===== src/rtl/ex_mem_pipe_stage.sv =====
// -----------------------------------------------------------------------------
// ex_mem_pipe_stage
//
// EX->MEM pipeline register for the RISC-V core. It holds one instruction
// between the ALU/forwarding stage and the data-memory stage. It uses a
// valid/ready handshake on both sides. A synchronous flush turns the held
// instruction into a bubble. A saturating counter records output stall cycles.
//
// Build option:
//   EX_MEM_SKID_EN  When defined, a one-entry skid buffer sits behind the
//                   output register. in_ready then comes straight from a
//                   flop and has no combinational path from out_ready. When
//                   undefined, in_ready is combinational and no skid storage
//                   exists.
//
// Ports:
//   clk, reset            rising-edge clock; asynchronous active-low reset
//   in_valid / in_ready   EX-side handshake
//   in_rs1, in_rs2, in_rd register addresses            (REG_AW bits)
//   in_alu_result         ALU result / effective address (XLEN bits)
//   in_store_data         store data                     (XLEN bits)
//   in_mem_size           funct3 access size / signedness (3 bits)
//   in_reg_write          writeback enable
//   in_out_sel            writeback mux select           (SEL_W bits)
//   in_mem_write          store
//   in_mem_read           load
//   flush                 kills the held and the incoming instruction
//   out_valid / out_ready MEM-side handshake
//   out_*                 registered copies of the in_* fields
//   cnt_clr               synchronous clear of stall_cnt
//   stall_cnt             saturating count of cycles with out_valid & !out_ready
// -----------------------------------------------------------------------------
module ex_mem_pipe_stage #(
    parameter int XLEN   = 32,
    parameter int REG_AW = 5,
    parameter int SEL_W  = 2,
    parameter int SCNT_W = 16
) (
    input  logic              clk,
    input  logic              reset,
    input  logic              in_valid,
    output logic              in_ready,
    input  logic [REG_AW-1:0] in_rs1,
    input  logic [REG_AW-1:0] in_rs2,
    input  logic [REG_AW-1:0] in_rd,
    input  logic [XLEN-1:0]   in_alu_result,
    input  logic [XLEN-1:0]   in_store_data,
    input  logic [2:0]        in_mem_size,
    input  logic              in_reg_write,
    input  logic [SEL_W-1:0]  in_out_sel,
    input  logic              in_mem_write,
    input  logic              in_mem_read,
    input  logic              flush,
    input  logic              out_ready,
    output logic              out_valid,
    output logic [REG_AW-1:0] out_rs1,
    output logic [REG_AW-1:0] out_rs2,
    output logic [REG_AW-1:0] out_rd,
    output logic [XLEN-1:0]   out_alu_result,
    output logic [XLEN-1:0]   out_store_data,
    output logic [2:0]        out_mem_size,
    output logic              out_reg_write,
    output logic [SEL_W-1:0]  out_out_sel,
    output logic              out_mem_write,
    output logic              out_mem_read,
    input  logic              cnt_clr,
    output logic [SCNT_W-1:0] stall_cnt
);

    typedef struct packed {
        logic [REG_AW-1:0] rs1;
        logic [REG_AW-1:0] rs2;
        logic [REG_AW-1:0] rd;
        logic [XLEN-1:0]   alu_result;
        logic [XLEN-1:0]   store_data;
        logic [2:0]        mem_size;
        logic              reg_write;
        logic [SEL_W-1:0]  out_sel;
        logic              mem_write;
        logic              mem_read;
    } payload_t;

    payload_t          w_in;
    payload_t          r_out;
    logic              r_valid;
    logic [SCNT_W-1:0] r_stall_cnt;
    logic              w_out_free;
    logic              w_stall;

    // The incoming payload carries its control bits gated by in_valid, so a
    // bubble can never carry a write or read enable into the MEM stage.
    always_comb begin
        // NOTE: assign every field a default first so that no path through
        //       this block leaves a bit unassigned, which would infer a latch.
        w_in            = '0;
        w_in.rs1        = in_rs1;
        w_in.rs2        = in_rs2;
        w_in.rd         = in_rd;
        w_in.alu_result = in_alu_result;
        w_in.store_data = in_store_data;
        w_in.mem_size   = in_mem_size;
        w_in.out_sel    = in_out_sel;
        w_in.reg_write  = in_reg_write & in_valid;
        w_in.mem_write  = in_mem_write & in_valid;
        w_in.mem_read   = in_mem_read  & in_valid;
    end

    // The output register can take a new value when it is empty or when its
    // content leaves this cycle.
    assign w_out_free = !r_valid || out_ready;
    assign w_stall    = r_valid && !out_ready;

`ifdef EX_MEM_SKID_EN
    payload_t r_skid;
    logic     r_in_ready;   // 1 = skid entry empty

    assign in_ready = r_in_ready;

    always_ff @(posedge clk or negedge reset) begin
        if (!reset) begin
            r_valid    <= 1'b0;
            r_out      <= '0;
            r_skid     <= '0;
            r_in_ready <= 1'b1;
        end else if (flush) begin
            // Drop both the held and the buffered instruction. The data
            // fields keep their old values; only the enables are cleared.
            r_valid         <= 1'b0;
            r_out.reg_write <= 1'b0;
            r_out.mem_write <= 1'b0;
            r_out.mem_read  <= 1'b0;
            r_in_ready      <= 1'b1;
        end else if (w_out_free) begin
            if (!r_in_ready) begin
                // The older instruction waits in the skid entry. It goes
                // first. in_ready was low, so no input was accepted this
                // cycle.
                r_valid    <= 1'b1;
                r_out      <= r_skid;
                r_in_ready <= 1'b1;
            end else begin
                r_valid <= in_valid;
                r_out   <= w_in;
            end
        end else if (in_valid && r_in_ready) begin
            // The output is held but the input was accepted: park it.
            r_skid     <= w_in;
            r_in_ready <= 1'b0;
        end
    end
`else
    logic w_load;

    assign in_ready = w_out_free || flush;
    assign w_load   = w_out_free && !flush;

    always_ff @(posedge clk or negedge reset) begin
        // NOTE: the payload register is reset as well as the valid bit,
        //       because every output must read 0 while reset is asserted.
        if (!reset) begin
            r_valid <= 1'b0;
            r_out   <= '0;
        end else if (flush) begin
            r_valid         <= 1'b0;
            r_out.reg_write <= 1'b0;
            r_out.mem_write <= 1'b0;
            r_out.mem_read  <= 1'b0;
        end else if (w_load) begin
            r_valid <= in_valid;
            r_out   <= w_in;
        end
    end
`endif

    // Saturating stall counter. Flush does not affect it. A clear wins over
    // a coincident stall cycle.
    always_ff @(posedge clk or negedge reset) begin
        // NOTE: flops are updated only with non-blocking assignments, so
        //       every always_ff samples pre-edge values regardless of order.
        if (!reset) begin
            r_stall_cnt <= '0;
        end else if (cnt_clr) begin
            r_stall_cnt <= '0;
        end else if (w_stall && (r_stall_cnt != '1)) begin
            r_stall_cnt <= r_stall_cnt + SCNT_W'(1);
        end
    end

    assign out_valid      = r_valid;
    assign out_rs1        = r_out.rs1;
    assign out_rs2        = r_out.rs2;
    assign out_rd         = r_out.rd;
    assign out_alu_result = r_out.alu_result;
    assign out_store_data = r_out.store_data;
    assign out_mem_size   = r_out.mem_size;
    assign out_reg_write  = r_out.reg_write;
    assign out_out_sel    = r_out.out_sel;
    assign out_mem_write  = r_out.mem_write;
    assign out_mem_read   = r_out.mem_read;
    assign stall_cnt      = r_stall_cnt;

endmodule


===== config.mk =====
export PLATFORM = sky130hd
export DESIGN_NAME = ex_mem_pipe_stage
export DESIGN_NICKNAME = d
export VERILOG_FILES = /design/src/rtl/ex_mem_pipe_stage.sv
export SDC_FILE = /design/constraint.sdc
export NUM_CORES = 1
export LEC_CHECK = 0
export ABC_CLOCK_PERIOD_IN_PS = 2200
export BUFFER_PORTS_ARGS = -buffer_cell sky130_fd_sc_hd__buf_4
export CAP_MARGIN = 5
export CORE_MARGIN = 8
export CORE_UTILIZATION = 46
export DETAILED_ROUTE_END_ITERATION = 8
export PLACE_DENSITY = 0.8
export SLEW_MARGIN = 15
export SYNTH_ARGS = -nofsm -noshare
export SYNTH_HDL_FRONTEND = slang
export SYNTH_SLANG_ARGS = --single-unit

===== constraint.sdc =====
create_clock -name clk -period 2.2 [get_ports clk]
set_input_delay 0.66 -clock clk [delete_from_list [all_inputs] [get_ports clk]]
set_output_delay 0.66 -clock clk [all_outputs]
set_load 0.01 [all_outputs]

== Word level (Yosys, flattened, before mapping) ==
Cells that the tools add are included.

* $add $sub $neg: 1
* Equality and inequality tests: 1
* Mux-type cells: 7
* Bitwise gates (word level): 4
* Reduce and logical (&&, ||, !) cells: 11

{| class="wikitable"
|+ Operator list
! operator !! number
|-
| two-way mux 16 bit || 2
|-
| adder 16 x 1 -> 16 bit (second input constant) || 1
|-
| != test 16 bit (second input constant) || 1
|-
| two-way mux 5 bit || 1
|-
| nonzero test 2 bit || 2
|-
| bitwise AND 1 bit || 3
|-
| logical AND 1 bit || 3
|-
| logical NOT 1 bit || 3
|-
| two-way mux 1 bit || 3
|-
| logical OR 1 bit || 2
|-
| two-way mux 2 bit || 1
|-
| AND reduction 2 bit || 1
|-
| inverter 1 bit || 1
|}

* Bits in registers: 104
* Input port bits: 93
* Output and inout bits: 105
* Logic and storage cells: 36

== Longest topological paths before layout ==
Gate-level depths: netlist (run 1).

* Depth after elaboration: 5
* Gate-level depth with buffers: 6

== Least setup slack after synthesis (run 1) ==
Ideal clock, no wire load.

* Path kind: input to register
* Start point: in out_ready
* End point: reg r_stall_cnt[8] (netlist: stall_cnt[8])
* Setup time: 78 ps
* Arrival: 1824 ps
* Slack: 298 ps
* Stages on the path: 5
* Path through: nand2b_1 or2_0 buf_2 or4_1 a21oi_1

* Cells in the longest elaborated chain, start to end: 4

{| class="wikitable"
|+ Ends and longest elaborated chain
! element !! RTL line !! RTL
|-
| from (decl) || 54 || <nowiki>input logic out_ready,</nowiki>
|-
| logical NOT 1 bit || 111 || <nowiki>assign w_stall = r_valid && !out_ready;</nowiki>
|-
| logical AND 1 bit || 111 ||
|-
| logical AND 1 bit || 184 || <nowiki>end else if (w_stall && (r_stall_cnt != '1)) begin</nowiki>
|-
| nonzero test 2 bit (no line) || - ||
|-
| to (signal assigned) || 185 || <nowiki>r_stall_cnt <= r_stall_cnt + SCNT_W'(1);</nowiki>
|-
| to (decl) || 86 || <nowiki>logic [SCNT_W-1:0] r_stall_cnt;</nowiki>
|}

No other way between the ends.
A chain may end at the register's enable or synchronous reset.

== Final worst setup path (run 1) ==
* Start point: reg r_valid (netlist: out_valid)
* End point: out in_ready

* Cells in the longest elaborated chain, start to end: 3

{| class="wikitable"
|+ Ends and longest elaborated chain
! element !! RTL line !! RTL
|-
| from (decl) || 85 || <nowiki>logic r_valid;</nowiki>
|-
| from (signal assigned) || 169 || <nowiki>r_valid <= in_valid;</nowiki>
|-
| logical NOT 1 bit || 110 || <nowiki>assign w_out_free = !r_valid || out_ready;</nowiki>
|-
| logical OR 1 bit || 110 ||
|-
| logical OR 1 bit || 154 || <nowiki>assign in_ready = w_out_free || flush;</nowiki>
|-
| to (decl) || 42 || <nowiki>output logic in_ready,</nowiki>
|}

No other way between the ends.

==> summary.txt, run 1 <==
Run status
  • Status: completed

Synth
  • Most common library cells after synthesis: 104 x dfrtp_1, 84 x mux2_2, 14 x a21oi_1, 11 x buf_2, 8 x nand3_1
  • Synth Net Count: 384
  • Synth Area in Adders: 0.002991
  • Synth Area per Inst: 14.42 um^2
  • Top_reg_cell synth: dfrtp_1
  • Synth Instances: 290
  • Post-synthesis xor/xnor area fraction: 0.002094
  • Post-synth EDFFs: 0
  • Most frequent cell after synthesis: dfrtp_1
  • Compound-gate portion of the synthesized area: 0.04906
  • Synth cell types: 34
  • Yosys warns: 0
  • Post-Syn Area: 4183 um^2
  • Area leader, netlist: dfrtp_1
  • Post-synthesis mux area share: 0.2336
  • Synth top area share: 0.6222
  • Async S/R FF share, synth: 1.000
  • Register area share after synthesis: 0.6222
  • Largest family of logic cells by synthesized area: multiplexers
  • Synth area leaders: dfrtp_1 62%, mux2_2 23%, a21oi_1 1.7%
  • Post-synthesis simple-gate area fraction: 0.07239
  • Flops & latches, synth: 104

Final layout
  • Filler Cells Inserted: 671
  • N_diodes: 0
  • Area delta synth->final: 43.43%
  • Fraction of layout cells with a size suffix above 1: 0.6210
  • Multi-input logic area: 1514 um^2
  • Final Util: 0.6846
  • Post-layout instance area: 6000 um^2
  • Reg area: 2603 um^2
  • Fin nets: 585

Setup path
  • WP buf/inv: 2
  • CP Capture Type: primary output
  • Slowest-stage cell, CP: dfrtp_1
  • Crit-path max cell delay: 390 ps
  • CP delay by family, top: flip-flops
  • Setup CP Type: flop to primary output
  • Most used cell, CP: buf_4
  • Reg2Reg Depth: 5
  • R2r setup slk: 310 ps
  • RR Startpoint: stall_cnt[0]$_DFFE_PN0P_
  • CP Cell Sequence: nor2b_1 -> buf_4 -> nand2b_1 -> buf_4
  • Worst endpoint required time: 1540 ps
  • Arr. time, crit path: 1320 ps
  • Critical Path Start Type: flop
  • CP startpoint: out_valid$_DFFE_PN0P_
  • Max FO, Critical Path: 10
  • Reg-to-Reg End: stall_cnt[10]$_DFFE_PN0P_

Timing
  • Rel. slew slack: 0.6096
  • Endpoints failing setup: 0
  • Endpoints failing hold: 0
  • Worst clock skew: 17.61 ps
  • Worst-Margin Slew: 585.6 ps
  • RSZ-0062 raised after global routing: false
  • Final period util: 0.8989
  • Setup TNS: 0 ps
  • Final Max Tran Viols: 0
  • Min Tclk post-route: 1978 ps
  • Fmax achieved: 0.5057 GHz

Clock tree
  • CTS Root Cell: clkbuf_8
  • CTS tree: built
  • H-Tree Depth: 3
  • # resized after CTS: 0
  • Clock tree sinks: 104
  • Worst-Skew Late Latency: 360 ps
  • Num CTS Buffers: 9
  • Clk buf depth: 2
  • Post-CTS setup repair buffer count: 0
  • Clk pin slew, worst setup/hold paths: 110 ps
  • CTS Hold Bufs: 0

Route
  • # DRC: 0
  • Via count: 3,153
  • DR WL/cell: 18.30 um
  • Routed WL: 11,060 um
  • Vias per inst: 5.220
  • 1st-pass router iterations: 4
  • Post-route ant nets: 0
  • Initial drt markers: 119

Min path
  • Worst min-delay path category: input port to asynchronous set/reset pin

Global routing
  • GR Util All Layers: 0.1755
  • Met3 Usage GRT: 0.08374
  • Largest net degree at the start of global routing: 105
  • Initial antenna violation count: 0
  • Busiest metal layer after global routing: met2
  • Met2 usage in global routing: 0.2940
  • Number of global-route vias before repair: 3,354
  • First-pass GRT wire length: 17,680 um
  • Grt met1 use: 0.1900
  • Total grt overflow: 0

Run
  • MaxCap Viol Count: 0

Floorplanning
  • Starting Density: 0.4773
  • Top Ports: 198
  • Core ar.: 8763 um^2
  • Die Area: 12,400 um^2
  • FP Rows: 34
  • Die Wd: 111.4 um
  • Die H: 111.4 um

Place
  • Post-DP HPWL: 8518 um
  • Number of port buffers: 197
  • Routability cong.: 0.8174
  • Placed cell areas: 5812 um^2

Power and ir drop
  • Leakage: 2.786 nW
  • VDD IR max: 0.0005717 V
  • Power per cell area: 706.2 nW/um^2
-- flip-flops by register name, summed over array words and instances, names as in the netlist --
signal,cells
out_alu_result,32
out_store_data,32
stall_cnt,16
out_rd,5
out_rs1,5
out_rs2,5
out_mem_size,3
out_out_sel,2
out_mem_read,1
out_mem_write,1
out_reg_write,1
out_valid,1
-- placed cells by master (no fill, tap or decap), types with 6 or more instances in the layout --
cell	count
a21oi_1	14
nand2_1	7
nand3_1	8
o31ai_1	7
or4_1	7
nor2_1	6
dfrtp_1	104
buf_4	201
clkbuf_8	10
mux2_2	84
-- layer usage --
layer	share of wire	routed length, um
met1	0.38	4154
met2	0.51	5614
met3	0.098	1081
met4	0.019	206
met5	0	0
-- cell families after synthesis --
family,count (synthesis)
buffers and inverters,16
adder cells (fa/ha/maj),1
XOR/XNOR,1
multiplexers,87
flip-flops,104
AO/OA/AOI/OAI,30
AND/OR/NAND/NOR,51
-- worst max-delay path by stage --
stage,endpoint,cells past startpoint,slack [ps]
CTS,in_ready,4,190
floorplan,stall_cnt[8]$_DFFE_PN0P_,5,300
detailed placement,stall_cnt[9]$_DFFE_PN0P_,6,80
global placement,stall_cnt[6]$_DFFE_PN0P_,5,180
finish,in_ready,4,220
global route,in_ready,4,130
-- worst reg2reg max path: stages (launching register included) --
cell	delay (ps)
dfrtp_1	430
ha_1	270
nand3_4	140
or2_0	300
or4_1	520
a21oi_1	170
-- metrics by stage --
| stage | worst slack [ps] | hold WS [ps] | instances | power [W] |
|---|---|---|---|---|
| after floorplan | 298.1 | 364.4 | 290 | 0.002593 |
| after global placement | 177.3 | 490.6 | 588 | 0.003131 |
| after detailed placement | 81.42 | 496.7 | 588 | 0.003166 |
| after CTS | 190.7 | 367.6 | 604 | 0.004302 |
| after global routing | 134.1 | 351.7 | 604 | 0.004466 |
| final | 222.4 | 302.2 | 604 | 0.004237 |
-- final cells by class --
cell class,count,share of cell area
Clock buffer,10,0.02294
Multi-Input combinational cell,170,0.2523
Clock inverter,6,0.008342
Timing Repair Buffer,203,0.2582
Inverter,3,0.001877
Sequential cell,104,0.4338
Tap cell,108,0.02252
-- report_power, final --
group / switching (W) / total (W) / internal [W]
combinational: 0.000365 / 0.000895 / 0.000531
clock: 0.000672 / 0.00113 / 0.000458
sequential: 0.000104 / 0.00221 / 0.00211
total: 0.00114 / 0.00424 / 0.00310
(Power assumes the default switching activity.)
==> run 2, diff against run 1 <==
Settings changed: BUFFER_PORTS_ARGS -buffer_cell sky130_fd_sc_hd__buf_4 to -buffer_cell sky130_fd_sc_hd__buf_2, HOLD_SLACK_MARGIN from default to 0.06, RECOVER_POWER from default to 50.
==> summary.txt, run 2 (same netlist as run 1, synthesis figures left out) <==
Run status
  • Status: completed

Timing
  • Worst-Margin Slew: 1392 ps
  • Final period util: 0.8874
  • Setup TNS: 0 ps
  • Hold WS: 511.9 ps
  • Min Tclk post-route: 1952 ps
  • Fmax achieved: 0.5122 GHz
  • Endpoints failing setup: 0
  • Final Max Tran Viols: 0
  • Worst clock skew: 16.88 ps
  • Rel. slew slack: 0.07173
  • Endpoints failing hold: 0
  • RSZ-0062 raised after global routing: false

Floorplanning
  • Core ar.: 8763 um^2
  • Starting Density: 0.4773
  • Die Area: 12,400 um^2
  • FP Rows: 34
  • Die H: 111.4 um
  • Die Wd: 111.4 um
  • Top Ports: 198

Setup path
  • Setup CP Type: input port to primary output
  • Max FO, Critical Path: 10
  • Worst endpoint required time: 1540 ps
  • CP Capture Type: primary output
  • Critical Path Start Type: input port
  • Crit-path max cell delay: 200 ps
  • Reg2Reg Depth: 5
  • Arr. time, crit path: 1290 ps
  • Most used cell, CP: buf_2
  • Slowest-stage cell, CP: buf_4
  • CP Cell Sequence: buf_2 -> nor2b_1 -> buf_4 -> nand2b_1 -> buf_2

Global routing
  • Initial antenna violation count: 0
  • Total grt overflow: 0
  • Number of global-route vias before repair: 3,375
  • First-pass GRT wire length: 17,420 um
  • GR Util All Layers: 0.1699
  • Largest net degree at the start of global routing: 105

Final layout
  • Commonest non-fill, non-tap cells in the layout: 148 x buf_2, 104 x dfrtp_1, 84 x mux2_2
  • Filler Cells Inserted: 728
  • N_diodes: 0
  • Area delta synth->final: 30.39%
  • Fraction of layout cells with a size suffix above 1: 0.5222
  • Most common cell after layout, fill and taps aside: buf_2
  • Fin nets: 585

Place
  • Routability cong.: 0.7765
  • Number of port buffers: 197
  • Post-DP HPWL: 8124 um

Min path
  • Cells on Worst Hold Path: 1
  • Worst min-delay path category: flop to flop

Route
  • Vias per inst: 5.174
  • # DRC: 0
  • DR WL/cell: 17.66 um
  • Routed WL: 10,670 um
  • Post-route ant nets: 0
  • Via count: 3,125
  • Initial drt markers: 152
  • 1st-pass router iterations: 4

Power and ir drop
  • Tot Pwr: 0.004131 W
  • VDD IR max: 0.0003517 V
  • Power per cell area: 757.4 nW/um^2
  • Leakage: 2.504 nW

Clock tree
  • Clk buf depth: 2
  • CTS tree: built
  • Num CTS Buffers: 9
  • Clock tree sinks: 104
  • CTS Root Cell: clkbuf_8
  • Post-CTS setup repair buffer count: 0
  • H-Tree Depth: 3
  • CTS Hold Bufs: 0
  • # resized after CTS: 0
  • Clk pin slew, worst setup/hold paths: 110 ps
  • Worst-Skew Late Latency: 350 ps

Run
  • MaxCap Viol Count: 0
run 2: changes by cell type in the layout (fill, tap and decap cells not counted), sizes merged:
cell | before | now
inv | 6 | 5
buf | 203 | 153
bufinv | 0 | 1
clkbuf | 10 | 60
clkinv | 1 | 2
clkinvlp | 2 | 1
run 2: power by group:
part / total, W / leakage, nW / switching, W / internal, W
clock: 0.00122 / 0.101 / 0.000673 / 0.000548
combinational: 0.000706 / 1.15 / 0.000359 / 0.000347
sequential: 0.00220 / 1.26 / 0.0000968 / 0.00211
run 2: worst max-delay path: cells and delay by family:
kind	cells	cell delay, ps
AND/OR/NAND/NOR	2	180
buffers and inverters	3	450
run 2: per-stage QoR:
stage	cells	setup slack [ps]	instance area (um^2)	util
final	604	247.8	5454	0.6224
after global routing	604	89.76	5454	0.6224
after CTS	604	233.5	5527	0.6306
after detailed placement	588	54.88	5321	0.6072
after global placement	588	128.3	5321	0.6072
after floorplan	290	298.1	4183	-
run 2: area by class of cell:
| cell class | count | area (um^2) | share of cell area |
|---|---|---|---|
| clock buffer | 10 | 127.6 | 0.02340 |
| clock inverter | 6 | 77.57 | 0.01422 |
| inverter | 3 | 11.26 | 0.002065 |
| multi-input combinational | 170 | 1514 | 0.2776 |
| sequential | 104 | 2603 | 0.4772 |
| tap | 108 | 135.1 | 0.02478 |
| timing repair buffer | 203 | 985.9 | 0.1808 |
run 2: worst paths after layout:
path	start	endpoint	slack [ps]
worst max-delay path	out_ready	in_ready	250
worst min-delay path	out_rs2[0]$_DFFE_PN0P_	out_rs2[0]$_DFFE_PN0P_	510
worst max register to register	stall_cnt[0]$_DFFE_PN0P_	stall_cnt[6]$_DFFE_PN0P_	260
worst min register to register	out_rs2[0]$_DFFE_PN0P_	out_rs2[0]$_DFFE_PN0P_	510
max in group asynchronous	reset	stall_cnt[0]$_DFFE_PN0P_	570
min in group asynchronous	reset	out_store_data[28]$_DFFE_PN0P_	770
run 2: layer usage:
metal | track usage | wire length, um | up-vias | share of wire
met2 | 0.2853 | 5302 | 142 | 0.50
li1 | - | - | 1455 | -
met5 | 0 | 0 | - | 0
met3 | 0.07193 | 1036 | 12 | 0.097
met4 | 0.05067 | 165 | 0 | 0.015
met1 | 0.1930 | 4162 | 1516 | 0.39
==> run 3, diff against run 2 <==
Settings changed: CELL_PAD_IN_SITES_DETAIL_PLACEMENT from default to 2, CELL_PAD_IN_SITES_GLOBAL_PLACEMENT from default to 2, CORE_UTILIZATION 46 to 29.
==> summary.txt, run 3 (same netlist as run 1, synthesis figures left out) <==
Timing
  • Min Tclk post-route: 2044 ps
  • Fmax achieved: 0.4892 GHz
  • Endpoints failing hold: 0
  • Endpoints failing setup: 0
  • Worst clock skew: 8.514 ps
  • Final Max Tran Viols: 0
  • RSZ-0062 raised after global routing: false
  • Final period util: 0.9291
  • Setup TNS: 0 ps
  • Worst-Margin Slew: 1482 ps
  • Hold WS: 505.6 ps
  • Rel. slew slack: 0.01230

Clock tree
  • Worst-Skew Late Latency: 340 ps
  • Clk pin slew, worst setup/hold paths: 80 ps
  • CTS Hold Bufs: 0
  • Clock tree sinks: 104
  • Clk buf depth: 2
  • # resized after CTS: 0
  • CTS Root Cell: clkbuf_16
  • Num CTS Buffers: 9
  • CTS tree: built
  • Post-CTS setup repair buffer count: 0
  • H-Tree Depth: 3

Floorplanning
  • Core ar.: 14,310 um^2
  • Die Wd: 136.1 um
  • Die H: 136.1 um
  • Starting Density: 0.2922
  • Top Ports: 198
  • FP Rows: 44
  • Die Area: 18,520 um^2

Setup path
  • R2r setup slk: 160 ps
  • Arr. time, crit path: 2310 ps
  • Critical Path Start Type: flop
  • Setup CP Type: flop to flop
  • RR Startpoint: stall_cnt[1]$_DFFE_PN0P_
  • Worst endpoint required time: 2460 ps
  • Max FO, Critical Path: 8
  • CP startpoint: stall_cnt[1]$_DFFE_PN0P_
  • CP Capture Type: flop

Global routing
  • Largest net degree at the start of global routing: 63
  • GR Util All Layers: 0.1405
  • Number of global-route vias before repair: 3,749
  • Initial antenna violation count: 2
  • Total grt overflow: 0
  • First-pass GRT wire length: 20,400 um

Final layout
  • Fraction of layout cells with a size suffix above 1: 0.5251
  • Area delta synth->final: 34.79%
  • Fin nets: 588
  • Non-filler cells, final: 683
  • Reg area: 2603 um^2
  • Filler Cells Inserted: 1,572
  • Final Util: 0.3939
  • Multi-input logic area: 1514 um^2
  • N_diodes: 0
  • Most common cell after layout, fill and taps aside: buf_2
  • Commonest non-fill, non-tap cells in the layout: 148 x buf_2, 104 x dfrtp_1, 84 x mux2_2

Place
  • Placed Cells: 667
  • Number of port buffers: 197
  • Routability cong.: 0.6926
  • Post-DP HPWL: 10,340 um

Min path
  • Worst min-delay path category: flop to flop
  • Worst Min Path Start: out_alu_result[0]$_DFFE_PN0P_

Route
  • Initial drt markers: 63
  • DR WL/cell: 19.16 um
  • Vias per inst: 4.690
  • Via count: 3,203
  • # DRC: 0
  • 1st-pass router iterations: 5
  • Post-route ant nets: 0
  • Routed WL: 13,090 um

Power and ir drop
  • Power per cell area: 791.8 nW/um^2
  • VDD IR max: 0.0002888 V
  • P_sw: 0.001228 W
  • Seq pwr share: 0.496
  • Clock Power Share: 0.342
  • Leakage: 2.548 nW
  • Switching Fraction: 0.2750
  • Combinational power share: 0.163
  • Pint: 0.003236 W

Run
  • MaxCap Viol Count: 0

Run status
  • Status: completed
==> run 3: cell types whose count changed in the layout (fill, tap and decap cells not counted), sizes merged <==
cell,previous run,this run
buf,153,155
bufinv,1,0
clkinvlp,1,2
clkinv,2,3
==> run 3: power by group through the flow <==
stage / combinational [W] / sequential (W) / clock (W)
4_1_cts: 0.000789 / 0.00221 / 0.00159
6_report: 0.000726 / 0.00221 / 0.00153
3_5_place_dp: 0.000789 / 0.00225 / 0
3_3_place_gp: 0.000759 / 0.00223 / 0
5_1_grt: 0.000797 / 0.00224 / 0.00165
2_1_floorplan: 0.000255 / 0.00234 / 0
==> run 3: worst max-delay path, cell delays in order, from the launching register on <==
cell     delay, ps
dfrtp_1        430
ha_1           280
nand3_4        140
or2_0          360
or4_1          570
a21oi_1        190
==> run 3: area by class of cell <==
type / count / share of cell area
flip-flops and latches: 104 / 0.4616
multi-input cells: 170 / 0.2685
repair buffers: 206 / 0.1773
well taps: 184 / 0.04083
clock buffers: 9 / 0.03995
clock inverters: 7 / 0.009765
inverters: 3 / 0.001997
==> run 3: per-stage QoR <==
stage	power, W	area, um^2	worst slack (ps)
after detailed placement	0.003039	5451	31.07
after CTS	0.004592	5732	130.8
after global placement	0.002988	5451	110.9
after global routing	0.004685	5638	49.39
final	0.004464	5638	156.0
after floorplan	0.002593	4183	298.1
==> run 3: worst paths after layout <==
path | endpoint | cells after the start
setup / recovery | stall_cnt[10]$_DFFE_PN0P_ | 5
hold / removal | out_alu_result[0]$_DFFE_PN0P_ | 1
setup reg to reg | stall_cnt[10]$_DFFE_PN0P_ | 5
hold reg to reg | out_alu_result[0]$_DFFE_PN0P_ | 1
max in group asynchronous | out_rs2[2]$_DFFE_PN0P_ | 2
min in group asynchronous | out_reg_write$_DFFE_PN0P_ | 2
==> run 3: per-layer routing <==
layer  track usage  vias up  routed length [um]
met3       0.05987       21                1307
met4       0.05186        4                 241
met5             0        -                  27
met2        0.2510      124                6821
li1              -     1474                   -
met1        0.1430     1580                4688
